**config.mk**
```make
export PLATFORM = sky130hd
export DESIGN_NAME = pipe_mdu_ctrl
export DESIGN_NICKNAME = d
export VERILOG_FILES = /design/src/rtl/mdu_pkg.sv /design/src/rtl/mdu_step_core.sv /design/src/rtl/pipe_mdu_ctrl.sv
export SDC_FILE = /design/constraint.sdc
export NUM_CORES = 1
export LEC_CHECK = 0
export ABC_AREA = 0
export CAP_MARGIN = 20
export CELL_PAD_IN_SITES_DETAIL_PLACEMENT = 1
export CELL_PAD_IN_SITES_GLOBAL_PLACEMENT = 1
export CORE_AREA = 3 3 202 184
export CTS_BUF_LIST = sky130_fd_sc_hd__clkbuf_16
export DETAILED_ROUTE_END_ITERATION = 6
export DIE_AREA = 0 0 205 187
export PLACE_DENSITY_LB_ADDON = 0.1
export SLEW_MARGIN = 20
export SYNTH_ARGS = -nofsm -noshare
export SYNTH_HDL_FRONTEND = slang
export SYNTH_SLANG_ARGS = --single-unit
```
**constraint.sdc**
```tcl
create_clock -name clock -period 16.6 [get_ports clock]
set_input_delay 1.66 -clock clock [delete_from_list [all_inputs] [get_ports clock]]
set_output_delay 1.66 -clock clock [all_outputs]
set_load 0.01 [all_outputs]
```
**src/rtl/mdu_pkg.sv**
```systemverilog
// Shared encodings for the iterative multiply/divide unit: operation codes,
// controller state codes and a small decode helper.
package mdu_pkg;

  localparam logic [1:0] MDU_MULT  = 2'b00;
  localparam logic [1:0] MDU_MULTU = 2'b01;
  localparam logic [1:0] MDU_DIV   = 2'b10;
  localparam logic [1:0] MDU_DIVU  = 2'b11;

  localparam logic [0:0] ST_IDLE = 1'b0;
  localparam logic [0:0] ST_RUN  = 1'b1;

  // MULT and DIV are the signed forms; the unsigned forms have bit 0 set.
  function automatic logic isSignedOp(input logic [1:0] op);
    return ~op[0];
  endfunction

  // Bit 1 of the op code selects divide over multiply.
  function automatic logic isDivOp(input logic [1:0] op);
    return op[1];
  endfunction

endpackage

```
**src/rtl/mdu_step_core.sv**
```systemverilog
// One iteration of the multiply/divide datapath. Purely combinational; the
// controller feeds the registered state back in once per clock.
module mdu_step_core #(
  parameter int WIDTH = 32
) (
  input  logic             i_isDiv,
  input  logic [WIDTH-1:0] i_accRem,
  input  logic [WIDTH-1:0] i_mq,
  input  logic [WIDTH-1:0] i_operand,
  output logic [WIDTH-1:0] o_accRem,
  output logic [WIDTH-1:0] o_mq
);

  logic [WIDTH:0]   w_sum;
  logic [WIDTH:0]   w_shifted;
  logic [WIDTH-1:0] w_diff;
  logic             w_fits;

  // Multiply adds the multiplicand when the low multiplier bit is set and then
  // shifts {acc, mplier} right; divide shifts {rem, quot} left and keeps the
  // trial subtraction only when the divisor fits into the shifted remainder.
  always_comb begin
    w_sum     = {1'b0, i_accRem} + (i_mq[0] ? {1'b0, i_operand} : '0);
    w_shifted = {i_accRem, i_mq[WIDTH-1]};
    w_fits    = (w_shifted >= {1'b0, i_operand});
    w_diff    = w_shifted[WIDTH-1:0] - i_operand;
    if (i_isDiv) begin
      o_accRem = w_fits ? w_diff : w_shifted[WIDTH-1:0];
      o_mq     = {i_mq[WIDTH-2:0], w_fits};
    end else begin
      o_accRem = w_sum[WIDTH:1];
      o_mq     = {w_sum[0], i_mq[WIDTH-1:1]};
    end
  end

endmodule

```
**src/rtl/pipe_mdu_ctrl.sv**
```systemverilog
// Sequencing controller for the iterative multiply/divide unit beside the
// EXE-stage ALU. Owns HI/LO and stalls the pipeline only for instructions
// that depend on the unit while it is busy.
module pipe_mdu_ctrl
  import mdu_pkg::*;
#(
  parameter int               WIDTH   = 32,
  parameter logic [WIDTH-1:0] DIV0_LO = 32'hFFFF_FFFF
) (
  input  logic             clock,
  input  logic             reset,
  input  logic             estart,
  input  logic [1:0]       eop,
  input  logic [WIDTH-1:0] ea,
  input  logic [WIDTH-1:0] eb,
  input  logic             emfhilo,
  input  logic             ecancel,
  output logic             mdu_stall,
  output logic             mdu_busy,
  output logic             mdu_done,
  output logic [WIDTH-1:0] hi,
  output logic [WIDTH-1:0] lo
);

  localparam int CW = $clog2(WIDTH);

  logic [0:0]         r_state;
  logic [CW-1:0]      r_count;
  logic [WIDTH-1:0]   r_acc;
  logic [WIDTH-1:0]   r_mq;
  logic [WIDTH-1:0]   r_operand;
  logic [WIDTH-1:0]   r_rawA;
  logic               r_isDiv;
  logic               r_negResult;
  logic               r_negRem;
  logic               r_divZero;
  logic [WIDTH-1:0]   r_hi;
  logic [WIDTH-1:0]   r_lo;
  logic               r_done;

  logic               w_signed;
  logic [WIDTH-1:0]   w_absA;
  logic [WIDTH-1:0]   w_absB;
  logic               w_accept;
  logic               w_last;
  logic [WIDTH-1:0]   w_nextAcc;
  logic [WIDTH-1:0]   w_nextMq;
  logic [2*WIDTH-1:0] w_product;
  logic [WIDTH-1:0]   w_finalHi;
  logic [WIDTH-1:0]   w_finalLo;

  // Operand magnitudes are taken only for the signed forms; the unsigned forms
  // pass through untouched.
  always_comb begin
    w_signed = isSignedOp(eop);
    w_absA   = (w_signed && ea[WIDTH-1]) ? -ea : ea;
    w_absB   = (w_signed && eb[WIDTH-1]) ? -eb : eb;
  end

  // A dependent instruction in EXE is frozen while the unit is busy; an
  // independent ALU instruction never sees a stall.
  always_comb begin
    mdu_busy  = (r_state == ST_RUN);
    mdu_stall = mdu_busy & (estart | emfhilo);
    w_accept  = (r_state == ST_IDLE) & estart & ~ecancel & ~mdu_stall;
    w_last    = (r_state == ST_RUN) && (r_count == CW'(WIDTH - 1));
    mdu_done  = r_done;
    hi        = r_hi;
    lo        = r_lo;
  end

  mdu_step_core #(
    .WIDTH(WIDTH)
  ) u_stepCore (
    .i_isDiv  (r_isDiv),
    .i_accRem (r_acc),
    .i_mq     (r_mq),
    .i_operand(r_operand),
    .o_accRem (w_nextAcc),
    .o_mq     (w_nextMq)
  );

  // The last iteration's output is corrected for sign here so HI/LO can be
  // written on the same edge that finishes the final step. A zero divisor
  // bypasses the datapath result entirely.
  always_comb begin
    w_product = {w_nextAcc, w_nextMq};
    if (r_negResult) begin
      w_product = -w_product;
    end
    w_finalHi = w_product[2*WIDTH-1:WIDTH];
    w_finalLo = w_product[WIDTH-1:0];
    if (r_isDiv) begin
      if (r_divZero) begin
        w_finalHi = r_rawA;
        w_finalLo = DIV0_LO;
      end else begin
        w_finalLo = r_negResult ? -w_nextMq  : w_nextMq;
        w_finalHi = r_negRem    ? -w_nextAcc : w_nextAcc;
      end
    end
  end

  // IDLE latches the operands on an accepted start; RUN steps the datapath
  // once per cycle and retires the result into HI/LO on the last count.
  always_ff @(posedge clock or posedge reset) begin
    if (reset) begin
      r_state     <= ST_IDLE;
      r_count     <= '0;
      r_acc       <= '0;
      r_mq        <= '0;
      r_operand   <= '0;
      r_rawA      <= '0;
      r_isDiv     <= 1'b0;
      r_negResult <= 1'b0;
      r_negRem    <= 1'b0;
      r_divZero   <= 1'b0;
      r_hi        <= '0;
      r_lo        <= '0;
      r_done      <= 1'b0;
    end else begin
      r_done <= 1'b0;
      case (r_state)
        ST_IDLE: begin
          if (w_accept) begin
            r_state     <= ST_RUN;
            r_count     <= '0;
            r_acc       <= '0;
            r_mq        <= isDivOp(eop) ? w_absA : w_absB;
            r_operand   <= isDivOp(eop) ? w_absB : w_absA;
            r_rawA      <= ea;
            r_isDiv     <= isDivOp(eop);
            r_negResult <= w_signed & (ea[WIDTH-1] ^ eb[WIDTH-1]);
            r_negRem    <= w_signed & ea[WIDTH-1];
            r_divZero   <= (eb == '0);
          end
        end
        default: begin
          r_acc   <= w_nextAcc;
          r_mq    <= w_nextMq;
          r_count <= r_count + CW'(1);
          if (w_last) begin
            r_state <= ST_IDLE;
            r_hi    <= w_finalHi;
            r_lo    <= w_finalLo;
            r_done  <= 1'b1;
          end
        end
      endcase
    end
  end

endmodule

```
==> summary.txt, run 1 <==
Yosys
  – Syn Std Cell Area: 17200 um^2
  – Synthesis-stage register bit count: 203
  – Synth Flop Type: dfrtp_1
  – Mapped Cells: 2125
  – Avg Inst Size Synth: 8.08 um^2
  – EDFF count, synth: 0
  – Ys Warns: 0
  – Post-synth ARST share: 1.00
  – Seq/Total Area, Yosys: 0.296
  – Syn Nets: 2268
  – Distinct cells, synth: 98

Critical path
  – Critical R2R Capture: hi[31]$_DFFE_PP0P_
  – Worst Setup EP: hi[31]$_DFFE_PP0P_
  – Flop2flop setup slack: 10.48 ns
  – Worst setup path startpoint: r_mq[0]$_DFFE_PP0P_
  – Worst r2r path cells: 18
  – Worst EP arrival: 6.55 ns
  – Critical path capture point type: register
  – Max Fanout on Critical Path: 32
  – CP Launch Type: register
  – Worst r2r src: r_mq[0]$_DFFE_PP0P_
  – WP data required: 17.02 ns
  – Crit path kind: reg -> reg

Die
  – Die height: 187 um
  – Row count: 65
  – Core box area: 35100 um^2
  – Starting density of the core: 0.489
  – Die width: 205 um
  – Die ar.: 38300 um^2
  – I/O pins: 138

CTS
  – CTS tree: built
  – Root Driver: clkbuf_16
  – Clock sinks: 203
  – Longest Clk Path Bufs: 3
  – # resized after CTS: 0
  – Htree depth: 1
  – Hold bufs inserted after CTS: 0
  – Clk Latency, worst-skew pair: 0.56 ns
  – Number of buffers created by CTS: 26
  – Post-CTS setup buffers: 0
  – Worst-path clk slew: 0.06 ns

Timing
  – Final Hold Violating Endpoints: 0
  – Max Slew Vio Count: 0
  – Final setup fails: 0
  – Worst rel slew slack: 0.240
  – Period utilisation layout: 0.369
  – Period minus WS final: 6.12 ns
  – RSZ-0062 raised after global routing: false
  – Setup Skew: 0.0217 ns
  – FMAX: 163 MHz
  – Worst Tran Pin Value: 1.14 ns
  – Final TNS setup: 0 ns

Final layout
  – Layout cells sized above 1: 0.0714
  – Commonest non-fill, non-tap cell in the layout: nand2_1
  – Commonest non-fill, non-tap cells in the layout: 248 x nand2_1, 210 x o21ai_0, 200 x dfrtp_1
  – Fin nets: 2323
  – Final Util: 0.558
  – Fillers: 4307
  – Area delta synth->final: 14.1%

Power and ir drop
  – Worst vdd ir: 121 uV
  – Overall Power: 5220 uW
  – Cell Pwr Density: 266 nW/um^2
  – Leak: 0.00815 uW

Routing
  – # DRC: 0
  – Drt first pass iters: 5
  – DR vias: 17200
  – Vias/cell: 6.45
  – Total Wirelength: 66500 um
  – DRT iter0 DRCs: 1534
  – DR WL/cell: 24.9 um
  – ANT nets after route: 0

Placed design
  – RePlAce Congestion: 0.957
  – DP HPWL: 48800 um
  – Port Buffers: 137

Min path
  – Hold Path Class: reg -> reg

GRT
  – Gr usage total: 0.339
  – Grt ovf: 0
  – Vias in the first global route: 17500
  – Largest net degree at the start of global routing: 98
  – First-pass GRT wire length: 103000 um
  – Initial antenna violation count: 1

Run status
  – Status: finished clean

Flow run
  – Max-Cap Viols: 0
report_power, final:
part	total, uW	switching, uW	internal, uW
clock	561	238	323
sequential	980	243	737
combinational	3680	2260	1420
per-stage QoR:
| stage | instance area (um^2) | worst slack (ns) | instances | hold WS, ns |
|---|---|---|---|---|
| 2_1_floorplan | 17200 | 9.40 | 2125 | 0.449 |
| 3_3_place_gp | 18800 | 10.60 | 2621 | 0.463 |
| 3_5_place_dp | 18800 | 10.58 | 2621 | 0.470 |
| 4_1_cts | 19600 | 10.55 | 2669 | 0.483 |
| 5_1_grt | 19600 | 10.07 | 2670 | 0.508 |
| 6_report | 19600 | 10.48 | 2670 | 0.484 |
cells in the mapped netlist (20+ instances only):
cell        n  area (um^2)
a21o_1     39          293
a21oi_1   151          756
a22o_1     24          210
a22oi_1    20          150
a31oi_1    22          138
and2_1     37          231
clkbuf_1   92          345
dfrtp_1   203         5080
ha_1       70          876
inv_1      67          251
mux2_2     48          541
mux2i_1    32          320
nand2_1   250          938
nand3_1    40          200
nor2_1    158          593
nor2b_1    20          125
nor3_1     41          205
o21ai_0   210         1050
o22a_1     38          333
o31ai_1    38          285
or3_1      20          125
xnor2_1   101          885
xor2_1     82          718
layout make-up:
class                   instances  area, um^2  area share
repair buffers                156        1510      0.0771
clock inverters                21         143     0.00728
well taps                     469         587      0.0299
multi-input cells            1724       11300       0.578
flip-flops and latches        203        5090       0.260
diodes                          1        2.50    0.000128
clock buffers                  27         676      0.0345
inverters                      69         267      0.0136
state kept, by name, indices dropped and copies added (netlist names):
name	count
hi	32
lo	32
mdu_busy	1
mdu_done	1
r_acc	32
r_count	5
r_divZero	1
r_isDiv	1
r_mq	32
r_negRem	1
r_negResult	1
r_operand	32
r_rawA	32
critical path: stages (launching register included):
cell       delay [ns]
dfrtp_1          0.41
buf_4            0.38
and2_1           0.19
ha_1             0.16
inv_1            0.05
fa_1             0.42
nor2b_1          0.21
o21ai_0          0.14
a211oi_1         0.61
o21bai_1         0.30
a21oi_1          0.48
o31ai_1          0.18
xnor2_1          0.15
mux2i_1          0.51
nand4bb_1        0.49
or4_1            0.62
o31ai_2          0.28
mux2i_1          0.12
a32o_1           0.27
how the worst min path moves through the flow:
stage | start | endpoint | depth (start not counted)
after floorplan | r_rawA[10]$_DFFE_PP0P_ | r_rawA[10]$_DFFE_PP0P_ | 2
after global placement | hi[25]$_DFFE_PP0P_ | hi[25]$_DFFE_PP0P_ | 2
after detailed placement | r_rawA[6]$_DFFE_PP0P_ | r_rawA[6]$_DFFE_PP0P_ | 2
after CTS | r_rawA[6]$_DFFE_PP0P_ | r_rawA[6]$_DFFE_PP0P_ | 2
after global routing | r_rawA[21]$_DFFE_PP0P_ | r_rawA[21]$_DFFE_PP0P_ | 1
final | r_rawA[6]$_DFFE_PP0P_ | r_rawA[6]$_DFFE_PP0P_ | 2
cell families after synthesis:
group	Yosys count	synth area share
compound gates	716	0.274
fa+ha+maj	72	0.0533
flops	203	0.296
mux	80	0.0501
xor+xnor	183	0.0933
simple gates	673	0.187
buf+inv	198	0.0471
metal layers:
metal / part of all wire / GRT usage
met5: 0 / 0
met4: 0.036 / 0.108
met3: 0.058 / 0.0400
met2: 0.46 / 0.545
met1: 0.44 / 0.475
(Power assumes the default switching activity.)
==> inputs of run 2 (changes only) <==
--- a/config.mk
+++ b/config.mk
@@ -9,10 +9,10 @@
 export CAP_MARGIN = 20
 export CELL_PAD_IN_SITES_DETAIL_PLACEMENT = 1
 export CELL_PAD_IN_SITES_GLOBAL_PLACEMENT = 1
-export CORE_AREA = 3 3 202 184
+export CORE_AREA = 3 3 210 192
 export CTS_BUF_LIST = sky130_fd_sc_hd__clkbuf_16
 export DETAILED_ROUTE_END_ITERATION = 6
-export DIE_AREA = 0 0 205 187
+export DIE_AREA = 0 0 213 195
 export PLACE_DENSITY_LB_ADDON = 0.1
 export SLEW_MARGIN = 20
 export SYNTH_ARGS = -nofsm -noshare
==> constraint.sdc (replaced) <==
create_clock -name clock -period 5.7 [get_ports clock]
set_input_delay 0.57 -clock clock [delete_from_list [all_inputs] [get_ports clock]]
set_output_delay 0.57 -clock clock [all_outputs]
set_load 0.01 [all_outputs]
==> run 2 against run 1 <==
Against the previous run: clock-buffer cell count did not move; register-to-register slack lost 10 ns; non-clock buffer count grew 69; global-route usage shrank 1.3 points; sequential cell count unchanged; core utilization down 2.8 points; cell count grew 3.3%; final area rose by 3.3%; critical path type unchanged; critical endpoint is now hi[26]$_DFFE_PP0P_; largest power group unchanged; highest routed layer is now met5.
==> summary.txt, run 2 (synthesis gave the netlist of run 1 again) <==
Run status
  – Status: finished clean (unchanged)

Die
  – Die height: 195 um (was 187 um)
  – Row count: 68 (was 65)
  – Die width: 213 um (was 205 um)
  – I/O pins: 138 (unchanged)
  – Starting density of the core: 0.450 (was 0.489)
  – Die ar.: 41500 um^2 (was 38300 um^2)
  – Core box area: 38200 um^2 (was 35100 um^2)

Timing
  – Final TNS setup: 0 ns (unchanged)
  – Period minus WS final: 5.48 ns (was 6.12 ns)
  – Setup Skew: 0.0170 ns (was 0.0217 ns)
  – FMAX: 182 MHz (was 163 MHz)
  – Final setup fails: 0 (unchanged)
  – Final Hold Violating Endpoints: 0 (unchanged)
  – Period utilisation layout: 0.962 (was 0.369)
  – Worst rel slew slack: 0.342 (was 0.240)
  – PnR worst setup slack: 0.216 ns (was 10.48 ns)
  – Worst Tran Pin Value: 0.986 ns (was 1.14 ns)
  – Max Slew Vio Count: 0 (unchanged)
  – RSZ-0062 raised after global routing: false (unchanged)

GRT
  – Vias in the first global route: 17700 (was 17500)
  – Initial antenna violation count: 2 (was 1)
  – First-pass GRT wire length: 105000 um (was 103000 um)
  – Gr usage total: 0.325 (was 0.339)
  – Grt ovf: 0 (unchanged)
  – Largest net degree at the start of global routing: 157 (was 98)

Final layout
  – Fillers: 4621 (was 4307)
  – Multi-input gate area in the final layout: 11300 um^2 (about the same)
  – Fin nets: 2392 (was 2323)
  – Final Non-Filler Cells: 2759 (was 2670)
  – Layout cells sized above 1: 0.104 (was 0.0714)
  – Post-route cell area: 20200 um^2 (was 19600 um^2)
  – ANT cells: 0 (was 1)
  – Area delta synth->final: 17.9% (was 14.1%)
  – Commonest non-fill, non-tap cells in the layout: 248 x nand2_1, 210 x o21ai_0, 199 x dfrtp_1 (was 248 x nand2_1, 210 x o21ai_0, 200 x dfrtp_1)
  – Storage cell area: 5090 um^2 (about the same)
  – Commonest non-fill, non-tap cell in the layout: nand2_1 (unchanged)

Min path
  – Hold Path Class: reg -> reg (unchanged)

Power and ir drop
  – Cell Pwr Density: 793 nW/um^2 (was 266 nW/um^2)
  – Leak: 0.00851 uW (was 0.00815 uW)
  – Worst vdd ir: 346 uV (was 121 uV)

Critical path
  – Cell chain of the critical path: inv_1 > ha_1 > nand2_1 > nor2_1 > and3_1 > o31ai_2 > buf_4 > nand2_2 > mux2i_1 > mux2i_1 > inv_1 > ha_1 > inv_1 > or4_4 > nor4_4 > buf_4 > nand3_4 > o41ai_2 > xnor2_1 > a22oi_1 > o31ai_1 (was buf_4 > and2_1 > ha_1 > inv_1 > fa_1 > nor2b_1 > o21ai_0 > a211oi_1 > o21bai_1 > a21oi_1 > o31ai_1 > xnor2_1 > mux2i_1 > nand4bb_1 > or4_1 > o31ai_2 > mux2i_1 > a32o_1)
  – Worst r2r src: r_operand[25]$_DFFE_PP0P_ (was r_mq[0]$_DFFE_PP0P_)
  – Flop2flop setup slack: 0.22 ns (was 10.48 ns)
  – Worst stage delay on the critical path: 0.58 ns (was 0.62 ns)
  – Worst r2r path cells: 21 (was 18)
  – Crit path top cell by count: inv_1 (was mux2i_1)
  – Crit path kind: reg -> reg (unchanged)
  – Worst setup path startpoint: r_operand[25]$_DFFE_PP0P_ (was r_mq[0]$_DFFE_PP0P_)
  – Critical path capture point type: register (unchanged)
  – Worst Setup EP: hi[26]$_DFFE_PP0P_ (was hi[31]$_DFFE_PP0P_)
  – Slowest CP cell: or4_4 (was or4_1)
  – Max Fanout on Critical Path: 20 (was 32)
  – WP data required: 6.11 ns (was 17.02 ns)
  – CP Launch Type: register (unchanged)
  – Worst EP arrival: 5.89 ns (was 6.55 ns)
  – Critical R2R Capture: hi[26]$_DFFE_PP0P_ (was hi[31]$_DFFE_PP0P_)

Routing
  – Vias/cell: 6.31 (was 6.45)
  – # DRC: 0 (unchanged)
  – ANT nets after route: 0 (unchanged)
  – Routed wl met2: 30800 um (was 30700 um)
  – DR WL/cell: 24.8 um (was 24.9 um)
  – Post-Route M1 WL: 30200 um (was 29600 um)
  – DR vias: 17400 (was 17200)
  – Drt first pass iters: 5 (unchanged)
  – Top layer in use: met5 (was met4)
  – DRT iter0 DRCs: 1292 (was 1534)
  – Met3 WL post-DR: 3830 um (was 3860 um)
  – Total Wirelength: 68400 um (was 66500 um)

CTS
  – Htree depth: 1 (unchanged)
  – Root Driver: clkbuf_16 (unchanged)
  – Post-CTS setup buffers: 0 (unchanged)
  – Clock sinks: 203 (unchanged)
  – Worst-path clk slew: 0.06 ns (about the same)
  – Hold bufs inserted after CTS: 0 (unchanged)
  – Longest Clk Path Bufs: 3 (unchanged)
  – Clk Latency, worst-skew pair: 0.55 ns (was 0.56 ns)
  – # resized after CTS: 0 (unchanged)
  – CTS tree: built (unchanged)
  – Number of buffers created by CTS: 26 (unchanged)

Placed design
  – RePlAce Congestion: 1.01 (was 0.957)
  – DP Worst Slack: 0.270 ns (was 10.58 ns)
  – DP Cell Count: 2711 (was 2621)
  – DP HPWL: 51500 um (was 48800 um)
  – Port Buffers: 137 (unchanged)
  – Placed cell area: 19300 um^2 (was 18800 um^2)

Flow run
  – Max-Cap Viols: 0 (unchanged)
[run 2: worst min path at each step]
stage                                 from                      to  slack, ns  depth (start not counted)
floorplan           r_rawA[10]$_DFFE_PP0P_  r_rawA[10]$_DFFE_PP0P_       0.45                          2
global route         r_rawA[0]$_DFFE_PP0P_   r_rawA[0]$_DFFE_PP0P_       0.51                          2
finish               r_rawA[1]$_DFFE_PP0P_   r_rawA[1]$_DFFE_PP0P_       0.48                          2
global placement         hi[1]$_DFFE_PP0P_       hi[1]$_DFFE_PP0P_       0.46                          2
detailed placement   r_rawA[1]$_DFFE_PP0P_   r_rawA[1]$_DFFE_PP0P_       0.47                          2
CTS                  r_rawA[1]$_DFFE_PP0P_   r_rawA[1]$_DFFE_PP0P_       0.48                          2
[run 2: layer usage]
metal,track usage,vias to the layer above
met5,0,-
met4,0.149,4
met3,0.0461,139
met2,0.513,503
met1,0.442,8787
li1,-,7982
[run 2: final cells by class]
type                            instances  share of cell area
Clock buffer                           27              0.0334
Clock inverter                         21              0.0108
Inverter                               69              0.0130
Multi-Input combinational cell       1724               0.560
Sequential cell                       203               0.251
Tap cell                              490              0.0303
Timing Repair Buffer                  225               0.101
[run 2: stage by stage]
stage	total power (uW)	hold WS (ns)	utilization
4_1_cts	15900	0.483	0.529
5_1_grt	17200	0.508	0.530
3_5_place_dp	14000	0.470	0.506
6_report	16100	0.482	0.530
3_3_place_gp	13700	0.465	0.506
2_1_floorplan	10100	0.449	-
[run 2: power breakdown]
part / leakage [uW] / switching [uW] / internal, uW
Combinational: 0.00553 / 6820 / 4590
Sequential: 0.00255 / 734 / 2150
Clock: 0.000439 / 714 / 1040
[run 2: worst max-delay path: cells and delay by family (launching register included)]
kind,cells,cell delay (ns)
AOI/OAI and AO/OA,4,0.81
xor gates and xnor gates,1,0.11
adders and majority gates,2,0.61
buffers and inverters,5,0.82
DFF,1,0.40
muxes,2,0.34
and+or+nand+nor,7,2.27
